**src/rtl/deserializer_pkg.sv**
```systemverilog
// Shared lane-numbering definitions for the 4:1 word serializer and its
// receive-side deserializer.
package deserializer_pkg;

    localparam int LANES = 4;

    typedef logic [$clog2(LANES)-1:0] lane_idx_t;

    localparam lane_idx_t LAST_LANE = 2'd3;

endpackage : deserializer_pkg

```
**src/rtl/deserializer_out_reg.sv**
```systemverilog
// Single-entry holding register for a reassembled four-lane frame.
// A load and a drain on the same edge replace the frame without a bubble.
module deser_out_reg #(
    parameter int WIDTH = 16
) (
    input  logic             i_clk,
    input  logic             i_reset,
    input  logic             i_load,
    input  logic [WIDTH-1:0] i_lane0,
    input  logic [WIDTH-1:0] i_lane1,
    input  logic [WIDTH-1:0] i_lane2,
    input  logic [WIDTH-1:0] i_lane3,
    input  logic             i_outReady,
    output logic [WIDTH-1:0] o_data0,
    output logic [WIDTH-1:0] o_data1,
    output logic [WIDTH-1:0] o_data2,
    output logic [WIDTH-1:0] o_data3,
    output logic             o_valid,
    output logic             o_full,
    output logic             o_drain
);

    logic [WIDTH-1:0] r_data0;
    logic [WIDTH-1:0] r_data1;
    logic [WIDTH-1:0] r_data2;
    logic [WIDTH-1:0] r_data3;
    logic             r_valid;

    always_ff @(posedge i_clk) begin
        if (i_reset) begin
            r_data0 <= '0;
            r_data1 <= '0;
            r_data2 <= '0;
            r_data3 <= '0;
            r_valid <= 1'b0;
        end else if (i_load) begin
            r_data0 <= i_lane0;
            r_data1 <= i_lane1;
            r_data2 <= i_lane2;
            r_data3 <= i_lane3;
            r_valid <= 1'b1;
        end else if (r_valid && i_outReady) begin
            r_valid <= 1'b0;
        end
    end

    assign o_data0 = r_data0;
    assign o_data1 = r_data1;
    assign o_data2 = r_data2;
    assign o_data3 = r_data3;
    assign o_valid = r_valid;
    assign o_full  = r_valid;
    assign o_drain = r_valid & i_outReady;

endmodule : deser_out_reg

```
**src/rtl/deserializer.sv**
```systemverilog
// Reassembles a lane-0..3 word stream into parallel frames, with SOF-based
// framing recovery and a one-cycle error pulse on violations.
module deserializer
    import deserializer_pkg::*;
#(
    parameter int WIDTH = 16
) (
    input  logic             i_clk,
    input  logic             i_reset,
    input  logic [WIDTH-1:0] i_data,
    input  logic             i_valid,
    input  logic             i_sof,
    output logic             o_inReady,
    output logic [WIDTH-1:0] o_data0,
    output logic [WIDTH-1:0] o_data1,
    output logic [WIDTH-1:0] o_data2,
    output logic [WIDTH-1:0] o_data3,
    output logic             o_valid,
    input  logic             i_outReady,
    output logic             o_err
);

    lane_idx_t        r_cnt;
    logic [WIDTH-1:0] r_stage0;
    logic [WIDTH-1:0] r_stage1;
    logic [WIDTH-1:0] r_stage2;
    logic             r_err;

    logic w_full;
    logic w_drain;
    logic w_inReady;
    logic w_accept;
    logic w_earlySof;
    logic w_missingSof;
    logic w_goodAccept;
    logic w_load;

    // Only the closing lane can stall: it needs the output register free.
    assign w_inReady    = (r_cnt != LAST_LANE) | ~w_full | w_drain;
    assign w_accept     = i_valid & w_inReady;
    assign w_earlySof   = w_accept & i_sof & (r_cnt != '0);
    assign w_missingSof = w_accept & ~i_sof & (r_cnt == '0);
    assign w_goodAccept = w_accept & ~w_earlySof & ~w_missingSof;
    assign w_load       = w_goodAccept & (r_cnt == LAST_LANE);

    // An early SOF restarts the frame with the current word as lane 0.
    always_ff @(posedge i_clk) begin
        if (i_reset) begin
            r_cnt    <= '0;
            r_stage0 <= '0;
            r_stage1 <= '0;
            r_stage2 <= '0;
            r_err    <= 1'b0;
        end else begin
            r_err <= w_earlySof | w_missingSof;
            if (w_earlySof) begin
                r_stage0 <= i_data;
                r_cnt    <= lane_idx_t'(1);
            end else if (w_goodAccept) begin
                case (r_cnt)
                    2'd0:    r_stage0 <= i_data;
                    2'd1:    r_stage1 <= i_data;
                    2'd2:    r_stage2 <= i_data;
                    default: ;
                endcase
                r_cnt <= r_cnt + 1'b1;
            end
        end
    end

    deser_out_reg #(
        .WIDTH (WIDTH)
    ) u_outReg (
        .i_clk      (i_clk),
        .i_reset    (i_reset),
        .i_load     (w_load),
        .i_lane0    (r_stage0),
        .i_lane1    (r_stage1),
        .i_lane2    (r_stage2),
        .i_lane3    (i_data),
        .i_outReady (i_outReady),
        .o_data0    (o_data0),
        .o_data1    (o_data1),
        .o_data2    (o_data2),
        .o_data3    (o_data3),
        .o_valid    (o_valid),
        .o_full     (w_full),
        .o_drain    (w_drain)
    );

    assign o_inReady = w_inReady;
    assign o_err     = r_err;

endmodule : deserializer

```
**config.mk**
```make
export PLATFORM = sky130hd
export DESIGN_NAME = deserializer
export DESIGN_NICKNAME = d
export VERILOG_FILES = /design/src/rtl/deserializer_pkg.sv /design/src/rtl/deserializer_out_reg.sv /design/src/rtl/deserializer.sv
export SDC_FILE = /design/constraint.sdc
export NUM_CORES = 1
export LEC_CHECK = 0
export ABC_AREA = 0
export ABC_CLOCK_PERIOD_IN_PS = 4370
export CORE_MARGIN = 5
export CORE_UTILIZATION = 31
export DETAILED_ROUTE_END_ITERATION = 6
export PLACE_DENSITY_LB_ADDON = 0.15
export REMOVE_ABC_BUFFERS = 1
export SYNTH_ARGS = -nofsm -noshare
export SYNTH_HDL_FRONTEND = slang
export SYNTH_HIERARCHICAL = 1
export SYNTH_SLANG_ARGS = --single-unit
```
**constraint.sdc**
```tcl
create_clock -name i_clk -period 4.37 [get_ports i_clk]
set_clock_uncertainty 0.1 [all_clocks]
set_input_delay 1.0925 -clock i_clk [delete_from_list [all_inputs] [get_ports i_clk]]
set_output_delay 1.0925 -clock i_clk [all_outputs]
set_load 0.01 [all_outputs]
```
==> results of run 1 <==
## power by group through the flow
stage          sequential (mW)  combinational [mW]  clock (mW)
2_1_floorplan             1.10              0.0540           0
3_3_place_gp              1.10               0.109           0
3_5_place_dp              1.11               0.112           0
4_1_cts                   1.08               0.112        1.35
5_1_grt                   1.08               0.122        1.39
6_report                  1.08               0.110        1.31
## state kept, by name, summed over array words and instances (netlist names)
name / count
r_stage0: 16
r_stage1: 16
r_stage2: 16
u_outReg/o_data0: 16
u_outReg/o_data1: 16
u_outReg/o_data2: 16
u_outReg/o_data3: 16
r_cnt: 2
o_err: 1
u_outReg/o_full: 1
## routing by layer
metal  share of wire  GRT usage
met1            0.50      0.171
met2            0.42      0.172
met3           0.074     0.0602
met4           0.013     0.0532
met5               0          0
## critical path, cell delays in order
cell,delay (ps)
clkdlybuf4s50_1,520
and2_1,140
and3b_1,190
inv_1,130
clkdlybuf4s50_1,560
## path summary, 6_finish.rpt
kind                                  from                       end  cells after the start
hold reg to reg   r_stage0[1]$_SDFFE_PP0P_  r_stage0[1]$_SDFFE_PP0P_                      2
setup reg to reg     r_cnt[0]$_SDFFE_PP0P_  r_stage2[7]$_SDFFE_PP0P_                      6
hold / removal    r_stage0[1]$_SDFFE_PP0P_  r_stage0[1]$_SDFFE_PP0P_                      2
setup / recovery                i_outReady                 o_inReady                      5
## cell type report
class                      instances  area [um^2]  share of cell area
sequential                       116         2320               0.387
clock inverter                     4         45.0             0.00750
clock buffer                      27          513              0.0854
tap                              184          230              0.0383
inverter                           5         18.8             0.00313
timing repair buffer              93          926               0.154
multi-input combinational        281         1950               0.325
## placed cells by master (no fill, tap or decap), types with 5 or more instances in the layout
| master | n |
|---|---|
| dfxtp_1 | 116 |
| mux2i_1 | 96 |
| clkdlybuf4s50_1 | 86 |
| nor2_1 | 64 |
| nand2b_1 | 49 |
| a21oi_1 | 18 |
| clkbuf_16 | 17 |
| nand3_1 | 16 |
| o21ai_0 | 16 |
| buf_4 | 6 |
| clkbuf_1 | 5 |
| clkbuf_8 | 5 |
## cell families (layout without fill, tap and decap cells)
logic type,Yosys count,after routing,synth area share
compound gates,37,37,0.0427
xor+xnor,1,1,0.00358
fa+ha+maj,4,4,0.0110
buf+inv,38,129,0.0598
flops,116,116,0.512
mux,96,96,0.212
simple gates,143,143,0.160
## metrics by stage
stage / hold slack [ps] / cells / instance area, um^2
final: 372 / 710 / 6010
after global routing: 396 / 710 / 6010
after CTS: 375 / 710 / 6010
after detailed placement: 365 / 679 / 5450
after global placement: 361 / 679 / 5450
after floorplan: 347 / 402 / 4290
==> metrics.cfg, run 1 <==
[detailed_routing]
detail-route-antenna-nets=0
via_count=3196
avgViaCountPerCell=4.50
drtPass1Iterations=4
drcViolationCount=0
routed_wl_mm=10.4
wl_per_cell_um=14.7
drt-initial-drc-count=146

[global_route]
grt_use_total=0.127
grt_pass1_wl_mm=16.3
grt_pass1_vias=3076
overflow=0
antenna_found_initial=0
grt_max_degree=126

[floorplanning]
start_util=0.315
dieArea_mm2=0.0172
row_count=44
num_io_pins=88
core_mm2=0.0144
die_h_um=131
die_w_um=131

[clocking]
tritoncts=yes
cts-root-buf=clkbuf_16
cts.sinks=116
cts_resized=0
clk_latency_ps=410
ctsHoldBuffers=0
ctsHtreeMaxLevel=4
postCtsSetupBuffers=0
clkSlewWorstSetupHoldPaths_ps=50
cts_buffers=17
cts_buffer_depth=2

[synth]
ys.flop_type=dfxtp_1
synth_commonest_cells=116 x dfxtp_1, 96 x mux2i_1, 64 x nor2_1
synthesis.area_mm2=0.00454
synthTopCellsByArea=dfxtp_1 51%, mux2i_1 21%, nand2b_1 6.8%
synth_top_area_share=0.512
synthArstFlopShare=0
synthCells=435
ys_seq_area_frac=0.512
synth.distinct_cells=31
synth_edf_count=0
avgSynthCellArea_um2=10.4
synth.most_common_cell=dfxtp_1
ys_seq_elements=116
yosysWarnings=6
yosys.area.top_type=dfxtp_1

[outcome]
run_status=complete, no violations

[timing]
fin_crit_ps=3840
slew_headroom=0.248
worstMarginPinSlew_ps=1130
hold_viol_final=0
final.setup.tns_ps=0
max_freq_mhz=261
period_share=0.878
drv_slew=0
finalSetupViolCount=0
rsz0062_at_grt=false
fin_ws_ps=533

[placed_design]
dpl_worst_slack_ps=583
port_buffers=87
gp_congestion=0.677
dp_hpwl_mm=6.32

[power]
power.total_mw=2.50
power-per-cell-area_mw_per_mm2=417
irDropWorstVdd_mv=0.237
net-switching-power_mw=0.528
switching_share=0.211
seqPwrFrac=0.433
power.leakage_nw=2.15
p_comb_frac=0.044
pwr-share-clk=0.523
p_int_mw=1.98

[worst_setup_path]
path_max_fanout=2
critPathKind=primary input to primary output
critPathCaptureType=primary output
critPathLaunchType=primary input
required_ps=3180
worstPathArrival_ps=2640
r2r_setup_slack_ps=1990

[layout]
post-route-util=0.416
diodes=0
drive_gt1_frac=0.0741
finalNetCount=539
n_fill_cell=1435
syn2layout_area_growth_pct=32.3

[worst_hold_path]
hold_class=flop to flop

[run]
max-cap-violations=0

(Power assumes the default switching activity.)
==> run 2: changes to the inputs <==
--- a/config.mk
+++ b/config.mk
@@ -9,7 +9,9 @@
 export ABC_CLOCK_PERIOD_IN_PS = 4370
 export CORE_MARGIN = 5
 export CORE_UTILIZATION = 31
+export CTS_CLUSTER_DIAMETER = 30
 export DETAILED_ROUTE_END_ITERATION = 6
+export MAX_ROUTING_LAYER = met4
 export PLACE_DENSITY_LB_ADDON = 0.15
 export REMOVE_ABC_BUFFERS = 1
 export SYNTH_ARGS = -nofsm -noshare
==> run 2 against run 1 <==
Worst hold slack improved by 1.3 ps. Register-to-register slack hardly changed. Flip-flop and latch count stayed put. Count of clock-buffer cells in the layout stayed put. Global-route usage rose by 0.41 points. Critical endpoint unchanged. Largest cell class unchanged.
==> metrics.cfg, run 2 (synthesis results as in run 1) <==
[outcome]
run_status=complete, no violations

[clocking]
cts.sinks=116
cts_buffers=17
ctsHoldBuffers=0
ctsHtreeMaxLevel=4
cts_buffer_depth=2
cts-root-buf=clkbuf_16
tritoncts=yes
clk_latency_ps=410
postCtsSetupBuffers=0
cts_resized=0
clkSlewWorstSetupHoldPaths_ps=50

[power]
p_comb_frac=0.044
pwr-share-clk=0.522
power.total_mw=2.50
seqPwrFrac=0.434
power-per-cell-area_mw_per_mm2=416
p_int_mw=1.98
net-switching-power_mw=0.523
irDropWorstVdd_mv=0.235
switching_share=0.209
power.leakage_nw=2.15

[timing]
fin_crit_ps=3830
fin_ws_ps=542
max_freq_mhz=261
hold_viol_final=0
rsz0062_at_grt=false
drv_slew=0
finalSetupViolCount=0
slew_headroom=0.256
period_share=0.876
worstMarginPinSlew_ps=1120

[worst_setup_path]
critPathTopFamily=buffers and inverters
worstPathArrival_ps=2640
crit_slowest_cell=clkdlybuf4s50_1
critPathLaunchType=primary input
cp_slowest_stage_delay_ps=560
crit_path_frequent_cell=clkdlybuf4s50_1
required_ps=3180
critPathCaptureType=primary output
path_cells=clkdlybuf4s50_1, and2_1, and3b_1, inv_1, clkdlybuf4s50_1
critPathKind=primary input to primary output
path_max_fanout=2
critPathBufInv=3

[floorplanning]
die_w_um=131
num_io_pins=88
core_mm2=0.0144
row_count=44
dieArea_mm2=0.0172
start_util=0.315
die_h_um=131

[detailed_routing]
routed_wl_mm=10.4
via_count=3209
avgViaCountPerCell=4.52
detail-route-antenna-nets=0
drt-initial-drc-count=134
drcViolationCount=0
drtPass1Iterations=4
wl_per_cell_um=14.7

[global_route]
grt_pass1_wl_mm=16.3
grt_max_degree=126
grt_pass1_vias=3075
overflow=0
grt_use_total=0.131
antenna_found_initial=0

[layout]
diodes=0
drive_gt1_frac=0.0741
n_fill_cell=1435
mostFrequentLayoutCell=dfxtp_1
finalNetCount=539
layout_common_cells=116 x dfxtp_1, 96 x mux2i_1, 86 x clkdlybuf4s50_1
syn2layout_area_growth_pct=32.3

[run]
max-cap-violations=0

[worst_hold_path]
hold_class=flop to flop

[placed_design]
port_buffers=87
gp_congestion=0.684
dpl_worst_slack_ps=583
dp_hpwl_mm=6.32

[run 2: cell counts in the layout (fill, tap and decap cells not counted)]
No cell type changed its count.
[run 2: worst register-to-register path, cell delays in order, from the launching register on]
cell and delay (ps):
dfxtp_1 350, ha_1 240, and3b_1 190, inv_1 130, buf_4 300, and4_1 710
mux2i_1 260
[run 2: power groups by stage]
stage / clock network [mW] / registers, mW / logic [mW]
6_report: 1.30 / 1.08 / 0.110
5_1_grt: 1.39 / 1.08 / 0.123
4_1_cts: 1.35 / 1.08 / 0.112
3_5_place_dp: 0 / 1.11 / 0.112
3_3_place_gp: 0 / 1.10 / 0.109
2_1_floorplan: 0 / 1.10 / 0.0540
[run 2: worst paths after layout]
check / from / to / slack (ps) / depth (start not counted)
max reg2reg: r_cnt[0]$_SDFFE_PP0P_ / r_stage2[7]$_SDFFE_PP0P_ / 2000 / 6
max: i_outReady / o_inReady / 540 / 5
min reg2reg: r_stage0[1]$_SDFFE_PP0P_ / r_stage0[1]$_SDFFE_PP0P_ / 370 / 2
min: r_stage0[1]$_SDFFE_PP0P_ / r_stage0[1]$_SDFFE_PP0P_ / 370 / 2
[run 2: area by class of cell]
class	instances	area, um^2	area share
Clock buffer	27	513	0.0854
Clock inverter	4	45.0	0.00750
Inverter	5	18.8	0.00313
Multi-Input combinational cell	281	1950	0.325
Sequential cell	116	2320	0.387
Tap cell	184	230	0.0383
Timing Repair Buffer	93	926	0.154
[run 2: stage by stage]
step	hold slack, ps	std cells	instance area, um^2	setup TNS, ps	utilization
after floorplan	347	402	4290	-277890	-
after global placement	361	679	5450	0	0.378
after detailed placement	365	679	5450	0	0.378
after CTS	375	710	6010	0	0.416
after global routing	396	710	6010	0	0.416
final	374	710	6010	0	0.416
[run 2: layer usage]
| layer | global-route usage | wire (um) | share of wire | up-vias |
|---|---|---|---|---|
| li1 | - | - | - | 1625 |
| met1 | 0.175 | 5170 | 0.50 | 1484 |
| met2 | 0.172 | 4410 | 0.42 | 88 |
| met3 | 0.0581 | 718 | 0.069 | 12 |
| met4 | 0.0496 | 132 | 0.013 | 0 |
| met5 | - | 0 | 0 | - |
==> patch 1 (config.mk and constraints of run 1) <==
`WIDTH` is set to 16 in 2 places; all go to 18.
--- a/src/rtl/deserializer_out_reg.sv
+++ b/src/rtl/deserializer_out_reg.sv
@@ -3,3 +3,3 @@
 module deser_out_reg #(
-    parameter int WIDTH = 16
+    parameter int WIDTH = 18
 ) (
--- a/src/rtl/deserializer.sv
+++ b/src/rtl/deserializer.sv
@@ -5,3 +5,3 @@
 #(
-    parameter int WIDTH = 16
+    parameter int WIDTH = 18
 ) (
Interface: changed (5 resized); port bits go from 88 to 98. The function was not compared with the original's and may differ.
==> patch 1 against run 1 <==
Wire length up 14%; register-to-register slack worse by 40 ps; critical path depth unchanged; non-clock buffer count up 9; worst setup slack better by 180 ps; synthesized area up 13%; sequential cell count up 14; design area up 13%; sequential share of layout area down 0.19 points; total power up 15%; count of clock-buffer cells in the layout down 5.
==> patch 1: results (changes against run 1) <==
WL per Instance: 14.9 um (was 14.7 um)
RR Endpoint: u_outReg/o_data2[15]$_SDFFE_PP0P_ (was r_stage2[7]$_SDFFE_PP0P_)
First-pass GRT wire length: 19.3 mm (was 16.3 mm)
Static leakage: 2.39 nW (was 2.15 nW)
Hold Path Origin: r_stage2[4]$_SDFFE_PP0P_ (was r_stage0[1]$_SDFFE_PP0P_)
Estimated wirelength of the detail-placed design: 7.27 mm (was 6.32 mm)
Slew @ Worst Pin: 756 ps (was 1130 ps)
P_seq: 1.21 mW (was 1.08 mW)
Wire length on met3: 491 um (was 772 um)
Met2 Use GR: 20.2% (was 17.2%)
Place WS: 728 ps (was 583 ps)
Run status: finished clean (unchanged)
Post-Synth Adder-Cell Area: 0.979% (was 1.10%)
Met1 Usage GRT: 15.6% (was 17.1%)
Placer Congestion: 0.719 (was 0.677)
Min Hold Slack: 372 ps (about the same)
CP max stage delay: 530 ps (was 560 ps)
Met3 track demand over resource: 3.45% (was 6.02%)
Leading post-synthesis cells by cell area: dfxtp_1 51%, mux2i_1 21%, nand2b_1 6.7%, nor2_1 5.3%, buf_12 3.5% (was dfxtp_1 51%, mux2i_1 21%, nand2b_1 6.8%, nor2_1 5.3%, buf_12 2.2%)
Layout Nets: 596 (was 539)
Avg Vias per Cell: 4.47 (was 4.50)
Mapped Cells: 485 (was 435)
R2R Setup Slk: 1950 ps (was 1990 ps)
Mux cell area share after synthesis: 21.1% (was 21.2%)
Fillers: 1,575 (was 1,435)
Post-DP Area: 6120 sq um (was 5450 sq um)
Power per Cell Area: 426 nW/um^2 (was 417 nW/um^2)
Layout cells sized above 1: 7.23% (was 7.41%)
Most frequent cells after synthesis: 130 x dfxtp_1, 108 x mux2i_1, 72 x nor2_1 (was 116 x dfxtp_1, 96 x mux2i_1, 64 x nor2_1)
Largest net degree at the start of global routing: 87 (was 126)
Inst Count DP: 770 (was 679)
Worst r2r path cells: 8 (was 6)
Compound-gate portion of the synthesized area: 4.19% (was 4.27%)
Hold path endpoint: r_stage2[4]$_SDFFE_PP0P_ (was r_stage0[1]$_SDFFE_PP0P_)
Gr usage total: 12.6% (was 12.7%)
PortBufs: 97 (was 87)
Vias in the first global route: 3,721 (was 3,076)
## patch 1: cell types whose count changed in the layout (fill, tap and decap cells not counted), moves of 3 or more
cell / change
dfxtp_1: +14
mux2i_1: +12
clkdlybuf4s50_1: +10
nor2_1: +8
nand2b_1: +6
bufinv_16: +4
buf_4: -3
clkbuf_8: -3
## patch 1: tightest hold or removal path: stages, from the launching register on
cell and delay, ps:
dfxtp_1 310, nand2b_1 60, mux2i_1 50
## patch 1: layout make-up
cell class              instances  area, sq um  share of cell area (%)
flip-flops and latches        130         2600                    38.5
multi-input cells             313         2180                    32.2
repair buffers                102         1040                    15.4
clock buffers                  22          464                    6.86
well taps                     220          275                    4.07
clock inverters                 9          179                    2.65
inverters                       5         18.8                   0.277
## patch 1: logic make-up after synthesis
group           after synthesis
fa+ha+maj                     4
compound gates               41
buf+inv                      42
mux                         108
flops                       130
xor+xnor                      1
simple gates                159
==> patch 2 (flow settings as in run 1) <==
Without the edit above. Reset style: asynchronous (`i_reset`), changed in 2 clocked blocks.
--- a/src/rtl/deserializer_out_reg.sv
+++ b/src/rtl/deserializer_out_reg.sv
@@ -28,3 +28,3 @@
 
-    always_ff @(posedge i_clk) begin
+    always_ff @(posedge i_clk or posedge i_reset) begin
         if (i_reset) begin
--- a/src/rtl/deserializer.sv
+++ b/src/rtl/deserializer.sv
@@ -46,3 +46,3 @@
     // An early SOF restarts the frame with the current word as lane 0.
-    always_ff @(posedge i_clk) begin
+    always_ff @(posedge i_clk or posedge i_reset) begin
         if (i_reset) begin
Function: differs if i_reset is asserted again (counterexample within 4 cycles, from zero or initial values and one cycle with i_reset high); with i_reset held inactive, the same outputs for 10 cycles.
==> patch 2 against run 1 <==
Non-clock buffer count is the same; synthesized area increased by 4.5%; wire length fell by 7.3%; design area rose by 6.7%; worst setup slack improved by 74 ps; first-iteration DRC count down 45%; sequential cell count is the same; die area rose by 4.2%; critical path depth unchanged; core utilization up 0.83 points; highest routed layer unchanged.
Power is not compared: it rests on default switching activity, and its combinational part moved more than twofold at a synthesized area within 25%.
==> patch 2: results (changes against run 1) <==
CP max stage delay: 480 ps (was 560 ps)
Total number of vias: 2,516 (was 3,196)
Estimated wirelength of the detail-placed design: 5.82 mm (was 6.32 mm)
Placer Congestion: 0.692 (was 0.677)
Final wirelength: 9.68 mm (was 10.4 mm)
First-pass GRT wire length: 16.0 mm (was 16.3 mm)
WL per Instance: 17.1 um (was 14.7 um)
Total power: 4.86 mW
Run status: finished clean (unchanged)
Inst Count DP: 535 (was 679)
Worst reg2reg path startpoint: r_cnt[1]$_DFFE_PP0P_ (was r_cnt[0]$_SDFFE_PP0P_)
DRT Pass-1 Iters: 3 (was 4)
XOR/XNOR Fraction of Synth Area: 0.343% (was 0.358%)
Met2 Use GR: 18.0% (was 17.2%)
Post-DP Area: 5780 sq um (was 5450 sq um)
# clk buffers: 20 (was 27)
Fillers: 1,388 (was 1,435)
DIE WIDTH: 134 um (was 131 um)
Async SR Flop Fraction: 100% (was 0%)
Post-layout minimum cycle time: 3760 ps (was 3840 ps)
Fraction of area in clock buffers and inverters: 9.82% (was 9.29%)
Antenna violations before repair: 0 (unchanged)
Leading post-synthesis cells by cell area: dfrtp_1 61%, mux2_4 19%, mux2_2 11%, buf_6 2.4%, mux2_1 1.2% (was dfxtp_1 51%, mux2i_1 21%, nand2b_1 6.8%, nor2_1 5.3%, buf_12 2.2%)
Syn_area_per_cell: 17.8 sq um (was 10.4 sq um)
RR Endpoint: u_outReg/o_data2[2]$_DFFE_PP0P_ (was r_stage2[7]$_SDFFE_PP0P_)
Layout Nets: 391 (was 539)
Met1 Usage GRT: 14.6% (was 17.1%)
Met3 track demand over resource: 5.32% (was 6.02%)
Largest net degree at the start of global routing: 49 (was 126)
CP max FO: 4 (was 2)
Multi-input gate area: 1680 sq um (was 1950 sq um)
Post-Synth Adder-Cell Area: 1.05% (was 1.10%)
Vias in the first global route: 2,932 (was 3,076)
Sequential cell area fraction in the yosys report: 61.2% (was 51.2%)
Multi-input gate count: 132 (was 281)
Layout cells sized above 1: 39.7% (was 7.41%)
Slew HR: 27.8% (was 24.8%)
Most frequent cells after synthesis: 116 x dfrtp_1, 59 x mux2_4, 48 x mux2_2 (was 116 x dfxtp_1, 96 x mux2i_1, 64 x nor2_1)
Int Power: 3.62 mW
Clk Latency, worst-skew pair: 410 ps (about the same)
Met2 WL post-DR: 4.52 mm (was 4.35 mm)
Compound-gate portion of the synthesized area: 0.343% (was 4.27%)
Mux cell area share after synthesis: 31.5% (was 21.2%)
Critical path arrival: 2570 ps (was 2640 ps)
Wire length on met3: 570 um (was 772 um)
Netlist cell types: 24 (was 31)
Place WS: 599 ps (was 583 ps)
Non-Clock Buffer Area Fraction: 14.7% (was 15.4%)
-- patch 2: cell types whose count changed after synthesis, sizes merged, moves of 3 or more --
cell,change
a21oi,-18
buf,-9
clkbuf,-11
dfrtp,+116
dfxtp,-116
mux2,+112
mux2i,-95
nand2b,-48
nand3,-15
nand4,-3
nor2,-64
o21ai,-16
-- patch 2: worst min-delay path by stage --
stage	start	endpoint	slack, ps	cells after the start
finish	r_stage1[8]$_DFFE_PP0P_	r_stage1[8]$_DFFE_PP0P_	380	1
global route	r_stage1[0]$_DFFE_PP0P_	r_stage1[0]$_DFFE_PP0P_	410	1
CTS	r_stage1[0]$_DFFE_PP0P_	r_stage1[0]$_DFFE_PP0P_	390	1
detailed placement	r_stage1[0]$_DFFE_PP0P_	r_stage1[0]$_DFFE_PP0P_	380	1
global placement	r_stage1[8]$_DFFE_PP0P_	r_stage1[8]$_DFFE_PP0P_	370	1
floorplan	r_stage1[0]$_DFFE_PP0P_	r_stage1[0]$_DFFE_PP0P_	360	1
